`src/rtl/read_domain_ptr_sync_if.sv`:
```
// Read-domain pointer synchronizer bus: asynchronous Gray write pointer in,
// synchronized Gray/binary pointer, change strobe and status flags out.
interface read_domain_ptr_sync_if #(
  parameter int ADDRESS_SIZE = 4
);
  localparam int W = ADDRESS_SIZE + 1;

  // Strobe semantics, no back-pressure: wptr_changed is a one-cycle strobe in
  // the rclk domain, meaningful only while sync_valid is high; there is no
  // ready, so a consumer must sample it on the cycle it is asserted.
  logic [W-1:0] wptr_gray;
  logic         err_clr;
  logic [W-1:0] wptr_gray_sync;
  logic [W-1:0] wptr_bin_sync;
  logic         wptr_changed;
  logic         sync_valid;
  logic         gray_err;

  modport master (
    output wptr_gray,
    output err_clr,
    input  wptr_gray_sync,
    input  wptr_bin_sync,
    input  wptr_changed,
    input  sync_valid,
    input  gray_err
  );

  modport slave (
    input  wptr_gray,
    input  err_clr,
    output wptr_gray_sync,
    output wptr_bin_sync,
    output wptr_changed,
    output sync_valid,
    output gray_err
  );
endinterface

```
`src/rtl/read_domain_ptr_sync.sv`:
```
// N-stage Gray write-pointer synchronizer for the async FIFO read domain.
// Define GRAY_PTR_CHECK_EN to build the sticky multi-bit-change checker.
module read_domain_ptr_sync #(
  parameter int ADDRESS_SIZE = 4,
  parameter int SYNC_STAGES  = 2
) (
  input logic                    rclk,
  input logic                    rreset,
  read_domain_ptr_sync_if.slave  bus
);

  localparam int W      = ADDRESS_SIZE + 1;
  localparam int STAGES = (SYNC_STAGES < 2) ? 2 : SYNC_STAGES;
  localparam int CW     = $clog2(STAGES + 2);
  localparam logic [CW-1:0] LAST = CW'(STAGES + 1);

  logic [W-1:0]  stage_q [STAGES];
  logic [W-1:0]  gray_prev_q;
  logic [W-1:0]  bin_d;
  logic [W-1:0]  bin_q;
  logic          changed_q;
  logic [CW-1:0] cnt_d;
  logic [CW-1:0] cnt_q;
  logic          valid_q;
  logic [W-1:0]  gray_sync;

  assign gray_sync = stage_q[STAGES-1];

  // Plain flop chain: nothing combinational between stages.
  always_ff @(posedge rclk or posedge rreset) begin
    if (rreset) begin
      for (int i = 0; i < STAGES; i++) begin
        stage_q[i] <= '0;
      end
    end else begin
      stage_q[0] <= bus.wptr_gray;
      for (int i = 1; i < STAGES; i++) begin
        stage_q[i] <= stage_q[i-1];
      end
    end
  end

  always_comb begin
    bin_d        = '0;
    bin_d[W-1]   = gray_sync[W-1];
    for (int i = W - 2; i >= 0; i--) begin
      bin_d[i] = bin_d[i+1] ^ gray_sync[i];
    end
  end

  // Saturating warm-up count; valid is registered from the next count so it
  // rises on the (STAGES+1)th edge after reset release.
  always_comb begin
    cnt_d = cnt_q;
    if (cnt_q != LAST) begin
      cnt_d = cnt_q + CW'(1);
    end
  end

  always_ff @(posedge rclk or posedge rreset) begin
    if (rreset) begin
      gray_prev_q <= '0;
      bin_q       <= '0;
      changed_q   <= 1'b0;
      cnt_q       <= '0;
      valid_q     <= 1'b0;
    end else begin
      gray_prev_q <= gray_sync;
      bin_q       <= bin_d;
      changed_q   <= (gray_sync != gray_prev_q);
      cnt_q       <= cnt_d;
      valid_q     <= (cnt_d == LAST);
    end
  end

  assign bus.wptr_gray_sync = gray_sync;
  assign bus.wptr_bin_sync  = bin_q;
  assign bus.wptr_changed   = changed_q;
  assign bus.sync_valid     = valid_q;

`ifdef GRAY_PTR_CHECK_EN
  logic [W-1:0] diff;
  logic         multi_bit;
  logic         err_set;
  logic         err_d;
  logic         err_q;

  // diff & (diff - 1) is nonzero exactly when more than one bit differs.
  always_comb begin
    diff      = gray_sync ^ gray_prev_q;
    multi_bit = |(diff & (diff - W'(1)));
    err_set   = valid_q & multi_bit;
    err_d     = err_set | (err_q & ~bus.err_clr);
  end

  always_ff @(posedge rclk or posedge rreset) begin
    if (rreset) begin
      err_q <= 1'b0;
    end else begin
      err_q <= err_d;
    end
  end

  assign bus.gray_err = err_q;
`else
  logic unused_err_clr;
  assign unused_err_clr = bus.err_clr;
  assign bus.gray_err   = 1'b0;
`endif

endmodule

```
`src/flat_wrapper.sv`:
```
// flat-port wrapper written by rule: the top's interface ports become plain ports
module read_domain_ptr_sync_flat 
#(
  parameter int ADDRESS_SIZE = 4,
  parameter int SYNC_STAGES  = 2
)
  (rclk, rreset, bus_wptr_gray, bus_err_clr, bus_wptr_gray_sync, bus_wptr_bin_sync, bus_wptr_changed, bus_sync_valid, bus_gray_err);
  read_domain_ptr_sync_if #(.ADDRESS_SIZE(ADDRESS_SIZE)) bus_i ();
  input logic rclk;
  input logic rreset;
  input wire logic [$bits(bus_i.wptr_gray)-1:0] bus_wptr_gray;
  input wire logic [$bits(bus_i.err_clr)-1:0] bus_err_clr;
  output wire logic [$bits(bus_i.wptr_gray_sync)-1:0] bus_wptr_gray_sync;
  output wire logic [$bits(bus_i.wptr_bin_sync)-1:0] bus_wptr_bin_sync;
  output wire logic [$bits(bus_i.wptr_changed)-1:0] bus_wptr_changed;
  output wire logic [$bits(bus_i.sync_valid)-1:0] bus_sync_valid;
  output wire logic [$bits(bus_i.gray_err)-1:0] bus_gray_err;
  assign bus_i.wptr_gray = bus_wptr_gray;
  assign bus_i.err_clr = bus_err_clr;
  assign bus_wptr_gray_sync = bus_i.wptr_gray_sync;
  assign bus_wptr_bin_sync = bus_i.wptr_bin_sync;
  assign bus_wptr_changed = bus_i.wptr_changed;
  assign bus_sync_valid = bus_i.sync_valid;
  assign bus_gray_err = bus_i.gray_err;
  read_domain_ptr_sync #(.ADDRESS_SIZE(ADDRESS_SIZE), .SYNC_STAGES(SYNC_STAGES)) u_core (.rclk(rclk), .rreset(rreset), .bus(bus_i));
endmodule
```
`config.mk`:
```
export PLATFORM = sky130hd
export DESIGN_NAME = read_domain_ptr_sync_flat
export DESIGN_NICKNAME = d
export VERILOG_FILES = /design/src/rtl/read_domain_ptr_sync_if.sv /design/src/rtl/read_domain_ptr_sync.sv /design/src/flat_wrapper.sv
export SDC_FILE = /design/constraint.sdc
export NUM_CORES = 1
export LEC_CHECK = 0
export CAP_MARGIN = 10
export CORE_MARGIN = 3
export CORE_UTILIZATION = 40
export DETAILED_ROUTE_END_ITERATION = 10
export PLACE_DENSITY = 0.82
export REMOVE_ABC_BUFFERS = 1
export SLEW_MARGIN = 15
export SYNTH_ARGS = -nofsm -noshare
export SYNTH_HDL_FRONTEND = slang
export SYNTH_SLANG_ARGS = --single-unit
```
`constraint.sdc`:
```
create_clock -name rclk -period 1.4 [get_ports rclk]
set_clock_uncertainty 0.1 [all_clocks]
set_input_delay 0.14 -clock rclk [delete_from_list [all_inputs] [get_ports rclk]]
set_output_delay 0.14 -clock rclk [all_outputs]
set_load 0.02 [all_outputs]
```
==> results of run 1 <==
-- final cells by class --
class / instances / share of cell area
inverter: 1 / 0.00387
tap: 25 / 0.0323
multi-input combinational: 14 / 0.133
sequential: 23 / 0.594
timing repair buffer: 23 / 0.209
clock buffer: 3 / 0.0232
clock inverter: 1 / 0.00516
-- metrics by stage --
step	cells	power [mW]	cell area, um2	TNS, ns
finish	90	1.17	970	0
global route	90	1.24	970	-0.0130
CTS	90	1.19	970	0
detailed placement	86	0.926	957	0
global placement	86	0.921	957	0
floorplan	38	0.827	708	-0.118
-- placed cells by master, fill, tap and decap left out --
master / netlist / final
dfrtp_1: 23 / 23
dlygate4sd2_1: 0 / 12
clkdlybuf4s50_1: 0 / 6
xor2_1: 5 / 5
buf_4: 7 / 5
clkbuf_4: 0 / 3
xnor2_1: 2 / 2
nor3_1: 1 / 1
nand3_1: 1 / 1
nand2b_1: 1 / 1
or2_2: 1 / 1
xor3_2: 1 / 1
xor2_2: 1 / 1
inv_1: 1 / 1
conb_1: 1 / 1
clkinv_2: 0 / 1
-- power breakdown --
group	internal, mW	total (mW)	switching [mW]
registers	0.707	0.722	0.0158
logic	0.0756	0.162	0.0865
clock network	0.106	0.288	0.181
-- what timing repair did --
action	4_1_cts	5_1_grt
pin swaps	0	1
buffers inserted	0	0
setup endpoints to repair	12	1
gates resized for setup	12	0
hold endpoints to repair	0	0
-- layer usage --
| metal | up-vias | global-route usage | routed length (um) |
|---|---|---|---|
| li1 | 169 | - | - |
| met1 | 168 | 0.105 | 360 |
| met2 | 16 | 0.148 | 437 |
| met3 | 4 | 0.0211 | 78 |
| met4 | 0 | 0.0691 | 31 |
| met5 | - | 0 | 0 |
-- worst max-delay path by stage --
| stage | depth (start not counted) | from | slack, ns | to |
|---|---|---|---|---|
| 6_report | 3 | u_core.bus.wptr_gray_sync[2] | 0.04 | u_core.bus.wptr_bin_sync[0] |
| 5_1_grt | 3 | u_core.bus.wptr_gray_sync[2] | -0.01 | u_core.bus.wptr_bin_sync[0] |
| 4_1_cts | 3 | u_core.bus.wptr_gray_sync[3] | 0.01 | u_core.bus.wptr_bin_sync[0] |
| 3_5_place_dp | 3 | u_core.bus.wptr_gray_sync[3] | 0.03 | u_core.bus.wptr_bin_sync[0] |
| 3_3_place_gp | 3 | u_core.bus.wptr_gray_sync[3] | 0.04 | u_core.bus.wptr_bin_sync[0] |
| 2_1_floorplan | 3 | u_core.bus.wptr_gray_sync[2] | -0.12 | u_core.bus.wptr_bin_sync[0] |
-- cells by family after synthesis --
group                  Yosys count  synth area share
AND/OR/NAND/NOR                  4            0.0295
flip-flops                      23             0.753
XOR/XNOR                         9             0.134
other                            1           0.00491
buffers and inverters            9            0.0785
-- critical path, delay by kind of cell, from the launching register on --
kind	cells	cell delay, ns
flops	1	0.38
xor+xnor	3	0.78
-- sequential cells by signal, indices dropped and copies added, names as in the netlist --
signal / count
u_core.bus.wptr_gray_sync: 5
u_core.cnt_q: 2
u_core.bus.wptr_bin_sync: 5
u_core.bus.sync_valid: 1
u_core.stage_q: 5
u_core.gray_prev_q: 4
u_core.bus.wptr_changed: 1
==> results.ini, run 1 <==
[placed_design]
pre_cts_slack_ns = 0.0282
port_buffers = 18
place.gp.congestion = 0.725

[clock_network]
cts_tree = yes
ctsHoldBuffers = 0
cts_root_buffer = clkbuf_4
clkSlewWorstSetupHoldPaths_ns = 0.12
cts.sinks = 23
clk_latency_ns = 0.30
cts_buffers = 3
htree_num_levels = 1
clock_path_buffers = 2

[finish]
drive_gt1_frac = 0.185
n_fill_cell = 155
area_growth_pct = 26.8
n_antenna_cell = 0
regArea_um2 = 576
final_nets = 74
multi_input_area_um2 = 129
final_util = 0.550

[route]
totalWireLength_um = 907
drt_iter0_drc = 0
ant_nets = 0
first_pass_iters = 1
viasPerCell = 3.97
avgRoutedWirePerCell_um = 10.1
drc = 0
via_count = 357

[sta]
hold_viol = 0
setup_viol = 0
worst_hold_slack_ns = 0.0501
rsz0062_at_grt = yes
finalMaxSlewViolations = 0
max_freq_ghz = 0.736
min_period_ns = 1.36
setup_slack_ns = 0.0415
fin_crit_sh = 0.970

[global_routing]
antenna_found_initial = 0
globalRouteOverflowTotal = 0
grt_max_degree = 24
grt_pass1_wl_mm = 1.62
track_usage = 0.0915
grt_pass1_vias = 355

[logic_synthesis]
yosysWarnings = 0
synth_edf_count = 0
syn_avg_cell_area_um2 = 16.6
synthCells = 46
ys_ff_latch = 23
yosys.area.top_type = dfrtp_1
synth_area_um2 = 764
ys_seq_area_frac = 0.753
yosys-top-cells-count = 23 x dfrtp_1, 7 x buf_4, 5 x xor2_1
synthFlopType = dfrtp_1
synthTopCellsByArea = dfrtp_1 75%, buf_4 6.9%, xor2_1 5.7%
synth_top_area_frac = 0.753
yosysMostFrequentCell = dfrtp_1
ys_types = 13
async_reset_ff_frac = 1.00

[die]
die_h_um = 49.7
die_area_mm2 = 0.00247
rows = 15
core_area_mm2 = 0.00176
die_w_um = 49.7
io_pins = 21
initial_core_util = 0.433

[setup_path]
cp_slowest_cell = xor3_2
worst_setup_path_start_kind = flop
path_cells = xor3_2, xor2_2, xor2_1
arrival_ns = 1.46
reg2reg_depth = 3
crit_fanout = 3
r2r_setup_slack_ns = 0.04
cp-end-kind = flop
r2r-end = u_core.bus.wptr_bin_sync[0]
crit_type = reg2reg
cp_slowest_stage_delay_ns = 0.47
r2r-start = u_core.bus.wptr_gray_sync[2]
crit_required_ns = 1.50

[status]
status = finished clean

[run]
drv_cap = 0

[worst_hold_path]
hold_class = in2async

[power]
p_leak_nw = 0.438
powerDensity_mw_per_mm2 = 1210
peakVddDrop_mv = 0.716

Power figures use the tool's default switching activity.
==> run 2: changes to the inputs <==
--- a/config.mk
+++ b/config.mk
@@ -6,8 +6,9 @@
 export NUM_CORES = 1
 export LEC_CHECK = 0
 export CAP_MARGIN = 10
-export CORE_MARGIN = 3
+export CORE_MARGIN = 2
 export CORE_UTILIZATION = 40
+export CTS_BUF_LIST = sky130_fd_sc_hd__clkbuf_4 sky130_fd_sc_hd__clkbuf_8 sky130_fd_sc_hd__clkbuf_16
 export DETAILED_ROUTE_END_ITERATION = 10
 export PLACE_DENSITY = 0.82
 export REMOVE_ABC_BUFFERS = 1
==> results.ini, run 2 (synthesis gave the netlist of run 1 again) <==
[status]
status = finished clean

[setup_path]
r2r-start = u_core.bus.wptr_gray_sync[4]
cp-end-kind = flop
arrival_ns = 1.47
path_cells = xor3_2, xor2_2, xor2_1
crit_type = reg2reg
worst_setup_path_start_kind = flop
crit_fanout = 4
reg2reg_depth = 3
crit_family = XOR/XNOR gates
cp_slowest_stage_delay_ns = 0.45
crit_required_ns = 1.50
r2r_setup_slack_ns = 0.02
worst-path-buf-inv = 0
cp_slowest_cell = dfrtp_2
r2r-end = u_core.bus.wptr_bin_sync[0]

[clock_network]
cts_root_buffer = clkbuf_4
clock_path_buffers = 2
cts_buffers = 3
clk_latency_ns = 0.30
clkSlewWorstSetupHoldPaths_ns = 0.12
cts.sinks = 23
htree_num_levels = 1
ctsHoldBuffers = 0
cts_tree = yes

[power]
p_switching_uw = 286
peakVddDrop_mv = 0.647
seqPwrFrac = 0.614
comb_power_share = 0.140
clkPwrFrac = 0.246
p_int_uw = 890
p_sw_frac = 0.243
powerDensity_mw_per_mm2 = 1200
p_leak_nw = 0.442

[worst_hold_path]
hold_class = in2async

[global_routing]
grt_pass1_wl_mm = 1.38
grt_pass1_vias = 355
antenna_found_initial = 0
grt_max_degree = 24
globalRouteOverflowTotal = 0
track_usage = 0.0943

[placed_design]
place.gp.congestion = 0.682
dpl.hpwl_um = 621
port_buffers = 18
place_area_um2 = 950

[sta]
min_period_ns = 1.38
fin_tns_setup_ns = 0
hold_viol = 0
finalMaxSlewViolations = 0
setup_viol = 0
rsz0062_at_grt = yes
max_freq_ghz = 0.726
fin_crit_sh = 0.983

[run]
drv_cap = 0

[die]
die_w_um = 47.7
die_area_mm2 = 0.00228
die_h_um = 47.7
initial_core_util = 0.433
io_pins = 21
rows = 15
core_area_mm2 = 0.00176

[finish]
drive_gt1_frac = 0.212
n_antenna_cell = 0
final_nets = 75
final_common_cell = dfrtp_1
area_growth_pct = 28.0
final_cell_area_um2 = 978
final_util = 0.555
final_cell_mix = 22 x dfrtp_1, 12 x dlygate4sd2_1, 6 x clkdlybuf4s50_1, 6 x buf_4, 5 x xor2_1

[route]
drt_iter0_drc = 0
avgRoutedWirePerCell_um = 9.60
first_pass_iters = 1
ant_nets = 0
via_count = 344
totalWireLength_um = 874
viasPerCell = 3.78
drc = 0

[run 2: per-layer routing]
metal | part of all wire | track usage | up-vias
li1 | - | - | 169
met1 | 0.44 | 0.113 | 159
met2 | 0.47 | 0.149 | 14
met3 | 0.082 | 0.0226 | 2
met4 | 0.0046 | 0.0649 | 0
met5 | 0 | 0 | -
[run 2: power by group through the flow]
stage / sequential (mW) / combinational [mW] / clock [mW]
after floorplan: 0.780 / 0.0474 / 0
after global placement: 0.738 / 0.181 / 0
after detailed placement: 0.739 / 0.184 / 0
after CTS: 0.724 / 0.162 / 0.299
after global routing: 0.727 / 0.178 / 0.325
final: 0.722 / 0.164 / 0.289
[run 2: layout make-up]
type / count / area (um2)
Fill cell: 164 / 786
Clock inverter: 1 / 5.00
Sequential cell: 23 / 577
Clock buffer: 3 / 22.5
Tap cell: 25 / 31.3
Timing Repair Buffer: 24 / 210
Inverter: 1 / 3.75
Multi-Input combinational cell: 14 / 129
[run 2: metrics by stage]
step	instances	power, mW	setup WS (ns)	hold slack (ns)
6_report	91	1.18	0.0233	0.0541
5_1_grt	91	1.23	-0.0104	0.0854
4_1_cts	89	1.19	0.00393	0.0585
3_5_place_dp	85	0.922	0.0180	0.236
3_3_place_gp	85	0.918	0.0388	0.232
2_1_floorplan	38	0.827	-0.118	0.0419
[run 2: timing repair]
item | CTS | global route
endpoints found under the setup margin | 12 | 2
buffers inserted | 0 | 2
pin swaps | 0 | 1
resized for setup | 12 | 1
cloned | 0 | 0
[run 2: worst max path at each step]
stage,slack [ns],endpoint,cells after the start,start
2_1_floorplan,-0.12,u_core.bus.wptr_bin_sync[0],3,u_core.bus.wptr_gray_sync[2]
3_3_place_gp,0.04,u_core.bus.wptr_bin_sync[0],3,u_core.bus.wptr_gray_sync[3]
3_5_place_dp,0.02,u_core.bus.wptr_bin_sync[0],3,u_core.bus.wptr_gray_sync[3]
4_1_cts,0.004,u_core.bus.wptr_bin_sync[0],3,u_core.bus.wptr_gray_sync[3]
5_1_grt,-0.01,u_core.bus.wptr_bin_sync[0],3,u_core.bus.wptr_gray_sync[4]
6_report,0.02,u_core.bus.wptr_bin_sync[0],3,u_core.bus.wptr_gray_sync[4]
[run 2: tightest hold or removal path, cell delays in order]
cell and delay (ns):
clkdlybuf4s50_1 0.39, inv_1 0.05, buf_4 0.27
